$ cat config.mk
export PLATFORM = sky130hd
export DESIGN_NAME = tlp_chan_mux
export DESIGN_NICKNAME = d
export VERILOG_FILES = /design/src/rtl/tlp_chan_mux.sv
export SDC_FILE = /design/constraint.sdc
export NUM_CORES = 1
export LEC_CHECK = 0
export BUFFER_PORTS_ARGS = -buffer_cell sky130_fd_sc_hd__buf_4
export CORE_AREA = 3 3 164 166
export CTS_CLUSTER_SIZE = 25
export DETAILED_ROUTE_END_ITERATION = 6
export DIE_AREA = 0 0 167 169
export PLACE_DENSITY = 0.39
export SYNTH_ARGS = -nofsm -noshare
export SYNTH_HDL_FRONTEND = slang
export SYNTH_SLANG_ARGS = --single-unit
$ cat constraint.sdc
create_clock -name pcieClk_in -period 2.4 [get_ports pcieClk_in]
set_input_delay 0.36 -clock pcieClk_in [delete_from_list [all_inputs] [get_ports pcieClk_in]]
set_output_delay 0.36 -clock pcieClk_in [all_outputs]
set_load 0.05 [all_outputs]
$ cat src/rtl/tlp_chan_mux.sv
// Shares one host TLP pipe pair between NUM_CHANS application channels:
// rx TLPs are steered by BAR hit, tx TLPs are arbitrated round-robin per packet.
module tlp_chan_mux #(
  parameter int NUM_CHANS = 2,
  parameter int DROP_W    = 16
) (
  input  logic                          pcieClk_in,
  input  logic                          pcieNPOR_in,
  input  logic [63:0]                   rxData_in,
  input  logic                          rxSOP_in,
  input  logic [2:0]                    rxBar_in,
  input  logic                          rxEOP_in,
  input  logic                          rxValid_in,
  output logic                          rxReady_out,
  output logic [NUM_CHANS-1:0][63:0]    chanRxData_out,
  output logic [NUM_CHANS-1:0]          chanRxSOP_out,
  output logic [NUM_CHANS-1:0]          chanRxEOP_out,
  output logic [NUM_CHANS-1:0]          chanRxValid_out,
  input  logic [NUM_CHANS-1:0]          chanRxReady_in,
  input  logic [NUM_CHANS-1:0][63:0]    chanTxData_in,
  input  logic [NUM_CHANS-1:0]          chanTxSOP_in,
  input  logic [NUM_CHANS-1:0]          chanTxEOP_in,
  input  logic [NUM_CHANS-1:0]          chanTxValid_in,
  output logic [NUM_CHANS-1:0]          chanTxReady_out,
  output logic [63:0]                   txData_out,
  output logic                          txSOP_out,
  output logic                          txEOP_out,
  output logic                          txValid_out,
  input  logic                          txReady_in,
  output logic [DROP_W-1:0]             dropCount_out
);
  localparam int DATA_W = 64;
  localparam int CH_W   = (NUM_CHANS > 1) ? $clog2(NUM_CHANS) : 1;

  typedef enum logic {RX_IDLE, RX_BUSY} rxState_t;
  typedef enum logic {TX_IDLE, TX_LOCKED} txState_t;

  rxState_t          rxState;
  logic [CH_W-1:0]   rxDest;
  logic              rxDrop;
  logic [DROP_W-1:0] dropCount;
  logic              barMapped;
  logic              rxFwd;
  logic [CH_W-1:0]   rxSel;
  logic              rxAcc;
  logic              rxXfer;

  txState_t          txState;
  logic [CH_W-1:0]   grant;
  logic [CH_W-1:0]   lastGrant;
  logic [CH_W-1:0]   txCand;
  logic              txFound;
  logic              txFwd;
  logic [CH_W-1:0]   txSel;
  logic              txXfer;

  assign dropCount_out = dropCount;

  // Rx steering: everything not headed to a live channel is accepted and discarded
  always_comb begin
    barMapped = ({1'b0, rxBar_in} < 4'(NUM_CHANS));
    rxSel     = rxDest;
    rxFwd     = 1'b0;
    if (rxState == RX_BUSY) begin
      rxFwd = !rxDrop;
    end else if (rxSOP_in && barMapped) begin
      rxSel = CH_W'(rxBar_in);
      rxFwd = 1'b1;
    end
    rxAcc = rxFwd ? chanRxReady_in[rxSel] : 1'b1;
    rxReady_out     = pcieNPOR_in & rxAcc;
    chanRxValid_out = '0;
    if (pcieNPOR_in && rxValid_in && rxFwd)
      chanRxValid_out[rxSel] = 1'b1;
    for (int c = 0; c < NUM_CHANS; c++)
      chanRxData_out[c] = pcieNPOR_in ? rxData_in : '0;
    chanRxSOP_out = {NUM_CHANS{pcieNPOR_in & rxSOP_in}};
    chanRxEOP_out = {NUM_CHANS{pcieNPOR_in & rxEOP_in}};
    rxXfer        = rxValid_in & rxReady_out;
  end

  always_ff @(posedge pcieClk_in or negedge pcieNPOR_in) begin
    if (!pcieNPOR_in) begin
      rxState   <= RX_IDLE;
      rxDest    <= '0;
      rxDrop    <= 1'b0;
      dropCount <= '0;
    end else if (rxXfer) begin
      if (rxState == RX_IDLE) begin
        if (rxSOP_in) begin
          if (!barMapped && dropCount != '1)
            dropCount <= dropCount + 1'b1;
          if (!rxEOP_in) begin
            rxState <= RX_BUSY;
            rxDest  <= rxSel;
            rxDrop  <= !barMapped;
          end
        end
      end else if (rxEOP_in) begin
        rxState <= RX_IDLE;
      end
    end
  end

  // Descending scan so the nearest requester after lastGrant wins
  always_comb begin
    txCand  = lastGrant;
    txFound = 1'b0;
    for (int i = NUM_CHANS; i >= 1; i--) begin
      if (chanTxValid_in[(int'(lastGrant) + i) % NUM_CHANS] &&
          chanTxSOP_in[(int'(lastGrant) + i) % NUM_CHANS]) begin
        txFound = 1'b1;
        txCand  = CH_W'((int'(lastGrant) + i) % NUM_CHANS);
      end
    end
    txSel = grant;
    txFwd = 1'b0;
    if (txState == TX_LOCKED) begin
      txFwd = 1'b1;
    end else if (txFound) begin
      txSel = txCand;
      txFwd = 1'b1;
    end
    txFwd       = txFwd & pcieNPOR_in;
    txValid_out = txFwd & chanTxValid_in[txSel];
    txData_out  = txValid_out ? chanTxData_in[txSel] : {DATA_W{1'b0}};
    txSOP_out   = txValid_out & chanTxSOP_in[txSel];
    txEOP_out   = txValid_out & chanTxEOP_in[txSel];
    chanTxReady_out = '0;
    if (txFwd)
      chanTxReady_out[txSel] = txReady_in;
    txXfer = txValid_out & txReady_in;
  end

  always_ff @(posedge pcieClk_in or negedge pcieNPOR_in) begin
    if (!pcieNPOR_in) begin
      txState   <= TX_IDLE;
      grant     <= '0;
      lastGrant <= CH_W'(NUM_CHANS - 1);
    end else if (txXfer) begin
      if (txState == TX_IDLE) begin
        grant     <= txSel;
        lastGrant <= txSel;
        if (!txEOP_out)
          txState <= TX_LOCKED;
      end else if (txEOP_out) begin
        txState <= TX_IDLE;
      end
    end
  end

endmodule

# Word level (Yosys, flattened, before mapping)
# Index checks and enable logic that the tools add are counted.
[word_totals] reg_bits=22 latchBits=0 mem_bits_rw=0 mem_bits_ro=0 output_inout_bits=220 wordCells=93 memories=0
[op_classes] addsub=3 mul=0 div_mod_pow=0 n_lt_le_gt_ge=7 eq_ne=1 shift=0 mux=47 bitwise=15 reduce_logical=13
[op_table] operator="$mux 64" n=4
[op_table] operator="$mux 1" n=39
[op_table] operator="$add 16x1->16 const B" n=1
[op_table] operator="$ne 16x16->1 const B" n=1
[op_table] operator="$and 1x1->1" n=9
[op_table] operator="$logic_and 1x1->1" n=8
[op_table] operator="$reduce_and 4->1" n=2
[op_table] operator="$lt 2x3->1 const B" n=2
[op_table] operator="$lt 1x2->1 const B" n=2
[op_table] operator="$mux 2" n=2
[op_table] operator="$lt 3x2->1 const B" n=1
[op_table] operator="$not 1->1" n=3
[op_table] operator="$add 1x1->1 const B" n=2
[op_table] operator="$and 1x1->1 const A" n=2
[op_table] operator="$and 2x2->2" n=1
[op_table] operator="$demux 1 s1" n=2
[op_table] operator="$ge 1x1->1 const B" n=2
[op_table] operator="$logic_not 1->1" n=2
[op_table] operator="$reduce_and 2->1" n=1

# Longest topological paths before layout
# Gate-level depths: netlist of run 1.
[logic_depth] word_depth=16 ltp_mapped=7 mapped_depth_nobuf=5

# Worst setup path before layout of run 1
# No wires, ideal clock.
[synth_timing] path_kind="register -> output" start="reg lastGrant" end="out txData_out[46]" t_arrival_ps=2098 required_time_ps=2040 setup_slack_ps=-58 stages_incl_launch_ff=7 path_cell_list="dfstp_2 -> o2111ai_1 -> o21ai_1 -> buf_2 -> buf_2 -> nand2_1 -> a21oi_1"
[synth_between] elab_chain_len=13 word_cells_on_any_way=31
[synth_rtl] element="start: declaration" line_no="50" rtl="logic [CH_W-1:0] lastGrant;"
[synth_rtl] element="start signal: assignment" line_no="139" rtl="lastGrant <= CH_W'(NUM_CHANS - 1);"
[synth_rtl] element="start signal: assignment" line_no="143" rtl="lastGrant <= txSel;"
[synth_rtl] element="$add 1x1->1" line_no="110, 111, 113"
[synth_rtl] element="$mux 1, on equally long branches (3 in a row)" line_no="110, 111"
[synth_rtl] element="$logic_and 1x1->1" line_no="110" rtl="if (chanTxValid_in[(int'(lastGrant) + i) % NUM_CHANS] &&"
[synth_rtl] element="$mux 1 (2 in a row)" line_no="110"
[synth_rtl] element="$mux 1" line_no="120" rtl="end else if (txFound) begin"
[synth_rtl] element="$mux 1" line_no="118" rtl="if (txState == TX_LOCKED) begin"
[synth_rtl] element="$mux 1 (not written as such) (2 in a row)" line_no="125" rtl="txValid_out = txFwd & chanTxValid_in[txSel];"
[synth_rtl] element="$and 1x1->1" line_no="125"
[synth_rtl] element="$mux 64 *" line_no="126" rtl="txData_out = txValid_out ? chanTxData_in[txSel] : {DATA_W{1'b0}};"
[synth_rtl] element="end: declaration" line_no="25" rtl="output logic [63:0] txData_out,"
# Every way passes the cells marked *; elsewhere a longest branch is shown, timed or not. The select of a mux whose other input is x is not followed.

# Worst setup path after layout of run 1
[layout_timing] start="reg lastGrant" end="out txData_out[4]"
# The elaborated chain is that of the path after synthesis.

==> impl_results.md, run 1 <==
* F_max at 424 MHz
* Status: complete, no violations
* Drt total wl at 20.3 mm
* Syn Std Cell Area at 3050 µm²
* Post-synthesis sequential area ratio at 18.1%
* CP Class: flip-flop to output pin
* Commonest cells after routing, fill and taps aside: 392 x buf_4, 140 x nand2_1, 66 x and2_1
* Fin. Hold Viols at 0
* DRC errors left at 0
* Start of the worst register-to-register path: rxState$_DFFE_PN0N_
* Required @ worst endpoint at 2040 ps
* Syn-to-layout area delta at 135%
* Seq cells post-synth at 22
* Chip height at 169 µm
* Vias in the first global route at 4247
* Worst Setup End Kind: output pin
* Mapped Nets at 684
* Max FO, Critical Path at 13
* Congestion Overflow GR at 0
* DR vias/cell at 3.76
* I/O pins at 429
* Final GP Congestion at 0.804
* Total core area at 25800 µm²
* Post-synth top area cell: nand2_1
* Clk_skew at 6.88 ps
* Non-Filler Instances at 1180
* Setup violators final at 0
* Initial antenna violation count at 0
* DR iter-0 viols at 180
* Largest net degree at the start of global routing at 89
* Critical path arrival at 2000 ps
* HPWL Detailed at 16.8 mm
* Reg clk slew, reported paths at 70 ps
* Mapped Cells at 474
* Max_slew headroom at 70.6%
* Post-synth EDFFs at 0
* Leading cell type in the layout, fill and taps excluded: buf_4
* Hold buffers post-CTS at 0
* Place WS at 8.80 ps
* Root buffer cell: clkbuf_16
* CP Launch Type: flip-flop
* Clock tree sinks at 22
* Worst path slowest cell: dfstp_2
* Worst setup margin at 43.5 ps
* Fin nets at 1056
* Gr usage total at 12.5%
* VDD IR max at 0.421 mV
* Max-Cap Viols at 0
* Synth area leaders: nand2_1 17%, dfrtp_1 17%, buf_4 16%
* Slew @ Worst Pin at 437 ps
* Synth Area per Inst at 6.44 µm²
* Min Tclk post-route at 2360 ps
* Longest Clk Path Bufs at 2
* Netlist cell types at 40
* Total power at 5.35 mW
* Pre-Repair DR Iteration Count at 5
* # rows at 59
* Ant. Diodes at 0
* Final ANT Viol Nets at 0
* Layout cell share with drive strength beyond 1 at 63.9%
* Final Cycle Share at 98.2%
* Slew Limit Fails at 0
* Area share of the largest cell type after synthesis at 17.4%
* Total CTS buffers at 3
* First-pass GRT wire length at 27.4 mm
* P_leak at 3.62 nW
* H-tree depth at 1
* Port bufs at 428
* Unrepaired setup endpoints after global routing: true
* CTS tree: yes
* Die area at 28200 µm²
* Post-synthesis async set-or-reset flop share at 100%
* Cells after DPL at 1161
* CP peak stage delay at 560 ps
* Initial Util at 11.8%
* Die span in x at 167 µm
* PD cells at 747 nW/µm²
* Via Count at 4439
* Top FF cell, synth: dfrtp_1
* Clock Latency Late Sink at 260 ps
* CP startpoint: lastGrant$_DFFE_PN1P_
* Synth Warn # at 0
* WL per Instance at 17.2 µm
* Critical Path, Cell by Cell: o2111ai_4, buf_6, o21ai_4, buf_12, buf_16, nand2_1, a21oi_1, buf_4
* Min-Delay Path Class: input port to asynchronous set/reset pin
[metal layers]
| metal | up-vias | GRT usage (%) | wire (µm) |
|---|---|---|---|
| met2 | 190 | 22.6 | 10500 |
| met5 | - | 0 | 0 |
| met3 | 8 | 2.94 | 1370 |
| met1 | 2020 | 15.8 | 8290 |
| li1 | 2221 | - | - |
| met4 | 0 | 0.897 | 114 |
[registers in the layout, indices dropped and copies added, names as in the netlist]
register	cells
dropCount_out	16
grant	1
lastGrant	1
rxDest	1
rxDrop	1
rxState	1
txState	1
[synth_stat cells (4+ instances only)]
library cell  instances
nor2_1               10
inv_1                 7
xnor2_1               9
buf_2                13
and3_1                4
nand2_1             141
buf_4                66
xor2_1                6
and2_1               66
nand3_1               9
dfrtp_1              21
a21oi_1              69
nor3_1                4
clkbuf_1             14
[cells by family after synthesis]
kind of cell	share of synthesized area, %
adder cells (fa/ha/maj)	0.410
XOR/XNOR	4.31
AND/OR/NAND/NOR	37.8
multiplexers	1.39
AO/OA/AOI/OAI	16.8
flip-flops	18.1
buffers and inverters	21.2
[what timing repair did]
item / in CTS / in global routing
gates cloned: 1 / 5
setup endpoints to repair: 55 / 66
gates resized for setup: 8 / 106
pin swaps: 0 / 18
setup buffers: 3 / 6
[where the power goes]
part	internal, mW	switching [mW]
sequential	0.443	0.0984
clock	0.255	0.143
combinational	1.69	2.73
[through the flow]
stage | instance area (µm²) | utilization [%] | hold slack [ps] | TNS, ps
2_1_floorplan | 3120 | - | 64.4 | -1640
3_3_place_gp | 6390 | 24.8 | 314 | 0
3_5_place_dp | 6390 | 24.8 | 314 | 0
4_1_cts | 6590 | 25.6 | 25.4 | -40.0
5_1_grt | 7170 | 27.8 | 31.0 | -1410
6_report | 7170 | 27.8 | 30.2 | 0
[area by class of cell]
cell class	instances	area, µm²
fill	2893	18600
timing repair buffer	462	3920
multi-input combinational	350	2160
sequential	22	552
tap	335	419
clock buffer	4	88.8
inverter	7	26.3
[path summary, 6_finish.rpt]
| path | end | slack (ps) | depth (start not counted) |
|---|---|---|---|
| max | txData_out[4] | 40 | 8 |
| min | grant$_DFFE_PN0P_ | 30 | 2 |
| max reg2reg | rxState$_DFFE_PN0N_ | 430 | 6 |
| min reg2reg | dropCount_out[11]$_DFFE_PN0P_ | 500 | 1 |
| max in group asynchronous | dropCount_out[11]$_DFFE_PN0P_ | 1810 | 3 |
| min in group pcieClk_in | rxState$_DFFE_PN0N_ | 360 | 2 |
[critical path: cells and delay by family, from the launching register on]
kind,cells,cell delay (ps)
buffers and inverters,4,690
DFF,1,560
AOI/OAI and AO/OA,3,400
and+or+nand+nor,1,70
No activity file was read; power rests on OpenSTA's default activity.
==> run 2: changes to the inputs <==
CTS_BUF_LIST = sky130_fd_sc_hd__clkbuf_16   (was not set)
==> impl_results.md, run 2 (synthesis gave the netlist of run 1 again) <==
* VDD IR max at 0.421 mV
* Leading cell type in the layout, fill and taps excluded: buf_4
* CP bufs+invs at 4
* Max reg flops at 16
* Commonest cells after routing, fill and taps aside: 392 x buf_4, 140 x nand2_1, 66 x and2_1
* Hold buffers post-CTS at 0
* CP Class: flip-flop to output pin
* Critical path depth at 8
* Worst Setup End Kind: output pin
* Syn-to-layout area delta at 135%
* Min-Delay Path Class: input port to asynchronous set/reset pin
* Critical path arrival at 2000 ps
* Status: complete, no violations
* Max-Cap Viols at 0
* Fin. Hold Viols at 0
* DR vias/cell at 3.75
* Die area at 28200 µm²
* Fin nets at 1056
* Clk_skew at 7.98 ps
* Ant. Diodes at 0
* Layout cell share with drive strength beyond 1 at 63.8%
* Chip height at 169 µm
* PD cells at 743 nW/µm²
* Port bufs at 428
* Min Tclk post-route at 2360 ps
* Reg clk slew, reported paths at 70 ps
* Longest Clk Path Bufs at 2
* Die span in x at 167 µm
* Final Cycle Share at 98.2%
* Final GP Congestion at 0.804
* P_leak at 3.61 nW
* First-pass GRT wire length at 27.4 mm
* Slew @ Worst Pin at 437 ps
* Top delay family on crit path: buffers and inverters
* Clock tree sinks at 22
* Hold slack at 30.2 ps
* Total power at 5.32 mW
* Gr usage total at 12.5%
* Worst R2R Path Depth at 6
* Drt total wl at 20.2 mm
* Slew Limit Fails at 0
* Total core area at 25800 µm²
* Via Count at 4426
* WL per Instance at 17.1 µm
* Max_slew headroom at 70.6%
* CP Launch Type: flip-flop
* Root buffer cell: clkbuf_16
* I/O pins at 429
* Initial antenna violation count at 0
* Sequential power share at 10.2%
* DRC errors left at 0
* Total CTS buffers at 3
* CP peak stage delay at 560 ps
* CTS tree: yes
* Comb pwr share at 83.0%
* Setup violators final at 0
* Post-placement cell area at 6390 µm²
* Internal at 2.35 mW
* Unrepaired setup endpoints after global routing: true
* R2R setup slack at 430 ps
* Core Util, Final at 27.8%
* H-tree depth at 1
* Worst path slowest cell: dfstp_2
* Final ANT Viol Nets at 0
* F_max at 424 MHz
* Max FO, Critical Path at 13
* Vias in the first global route at 4246
* Switching Fraction at 55.7%
* Clock Latency Late Sink at 260 ps
* Critical Path, Cell by Cell: o2111ai_4, buf_6, o21ai_4, buf_12, buf_16, nand2_1, a21oi_1, buf_4
* Psw at 2.97 mW
* DR iter-0 viols at 180
* # rows at 59
* Required @ worst endpoint at 2040 ps
* Post-route cell area at 7160 µm²
* Initial Util at 11.8%
* Clk pwr share at 6.8%
* Pre-Repair DR Iteration Count at 5
* Largest net degree at the start of global routing at 89
* Congestion Overflow GR at 0
* HPWL Detailed at 16.8 mm
## run 2: cell types whose count changed in the layout (fill, tap and decap cells not counted)
cell and change:
clkbuf_8 -1, clkinv_1 +1
## run 2: worst reg2reg max path: stages (launching register included)
cell and delay (ps):
dfrtp_1 400, or4b_4 540, o32a_1 220, o22a_4 260, buf_4 140, a41oi_1 190, a41oi_1 60
## run 2: layout make-up
cell class	instances	area, µm²
fillers	2894	18600
repair buffers	462	3920
multi-input cells	350	2160
flip-flops and latches	22	552
well taps	335	419
clock buffers	3	75.1
inverters	7	26.3
clock inverters	1	3.75
## run 2: path summary, 6_finish.rpt
kind | from | end
max | lastGrant$_DFFE_PN1P_ | txData_out[4]
min | pcieNPOR_in | grant$_DFFE_PN0P_
max reg2reg | rxState$_DFFE_PN0N_ | rxState$_DFFE_PN0N_
min reg2reg | dropCount_out[11]$_DFFE_PN0P_ | dropCount_out[11]$_DFFE_PN0P_
max in group asynchronous | pcieNPOR_in | dropCount_out[11]$_DFFE_PN0P_
min in group pcieClk_in | rxValid_in | rxState$_DFFE_PN0N_
## run 2: power by group through the flow
| stage | registers, mW | logic [mW] | clock network, mW |
|---|---|---|---|
| after floorplan | 0.620 | 2.30 | 0 |
| after global placement | 0.545 | 3.79 | 0 |
| after detailed placement | 0.537 | 3.78 | 0 |
| after CTS | 0.535 | 3.91 | 0.383 |
| after global routing | 0.558 | 4.67 | 0.392 |
| final | 0.542 | 4.41 | 0.363 |
## run 2: timing repair
| item | CTS | global route |
|---|---|---|
| endpoints found under the hold margin | 0 | 0 |
| cloned | 1 | 5 |
| resized for setup | 8 | 106 |
| setup buffers | 3 | 6 |
| setup endpoints to repair | 55 | 66 |
| pin swaps | 0 | 18 |
## run 2: per-stage QoR
| stage | setup slack (ps) | setup TNS [ps] | cells |
|---|---|---|---|
| CTS | -23.5 | -40.0 | 1169 |
| global placement | 45.5 | 0 | 1161 |
| global route | -61.2 | -1400 | 1180 |
| finish | 42.6 | 0 | 1180 |
| floorplan | -58.0 | -1640 | 474 |
| detailed placement | 8.80 | 0 | 1161 |
## run 2: routing by layer
layer	vias to the layer above	track usage [%]	part of all wire, %
met3	8	2.94	6.7
met4	0	0.897	0.56
li1	2222	-	-
met1	2010	15.7	41
met5	-	0	0
met2	186	22.6	52
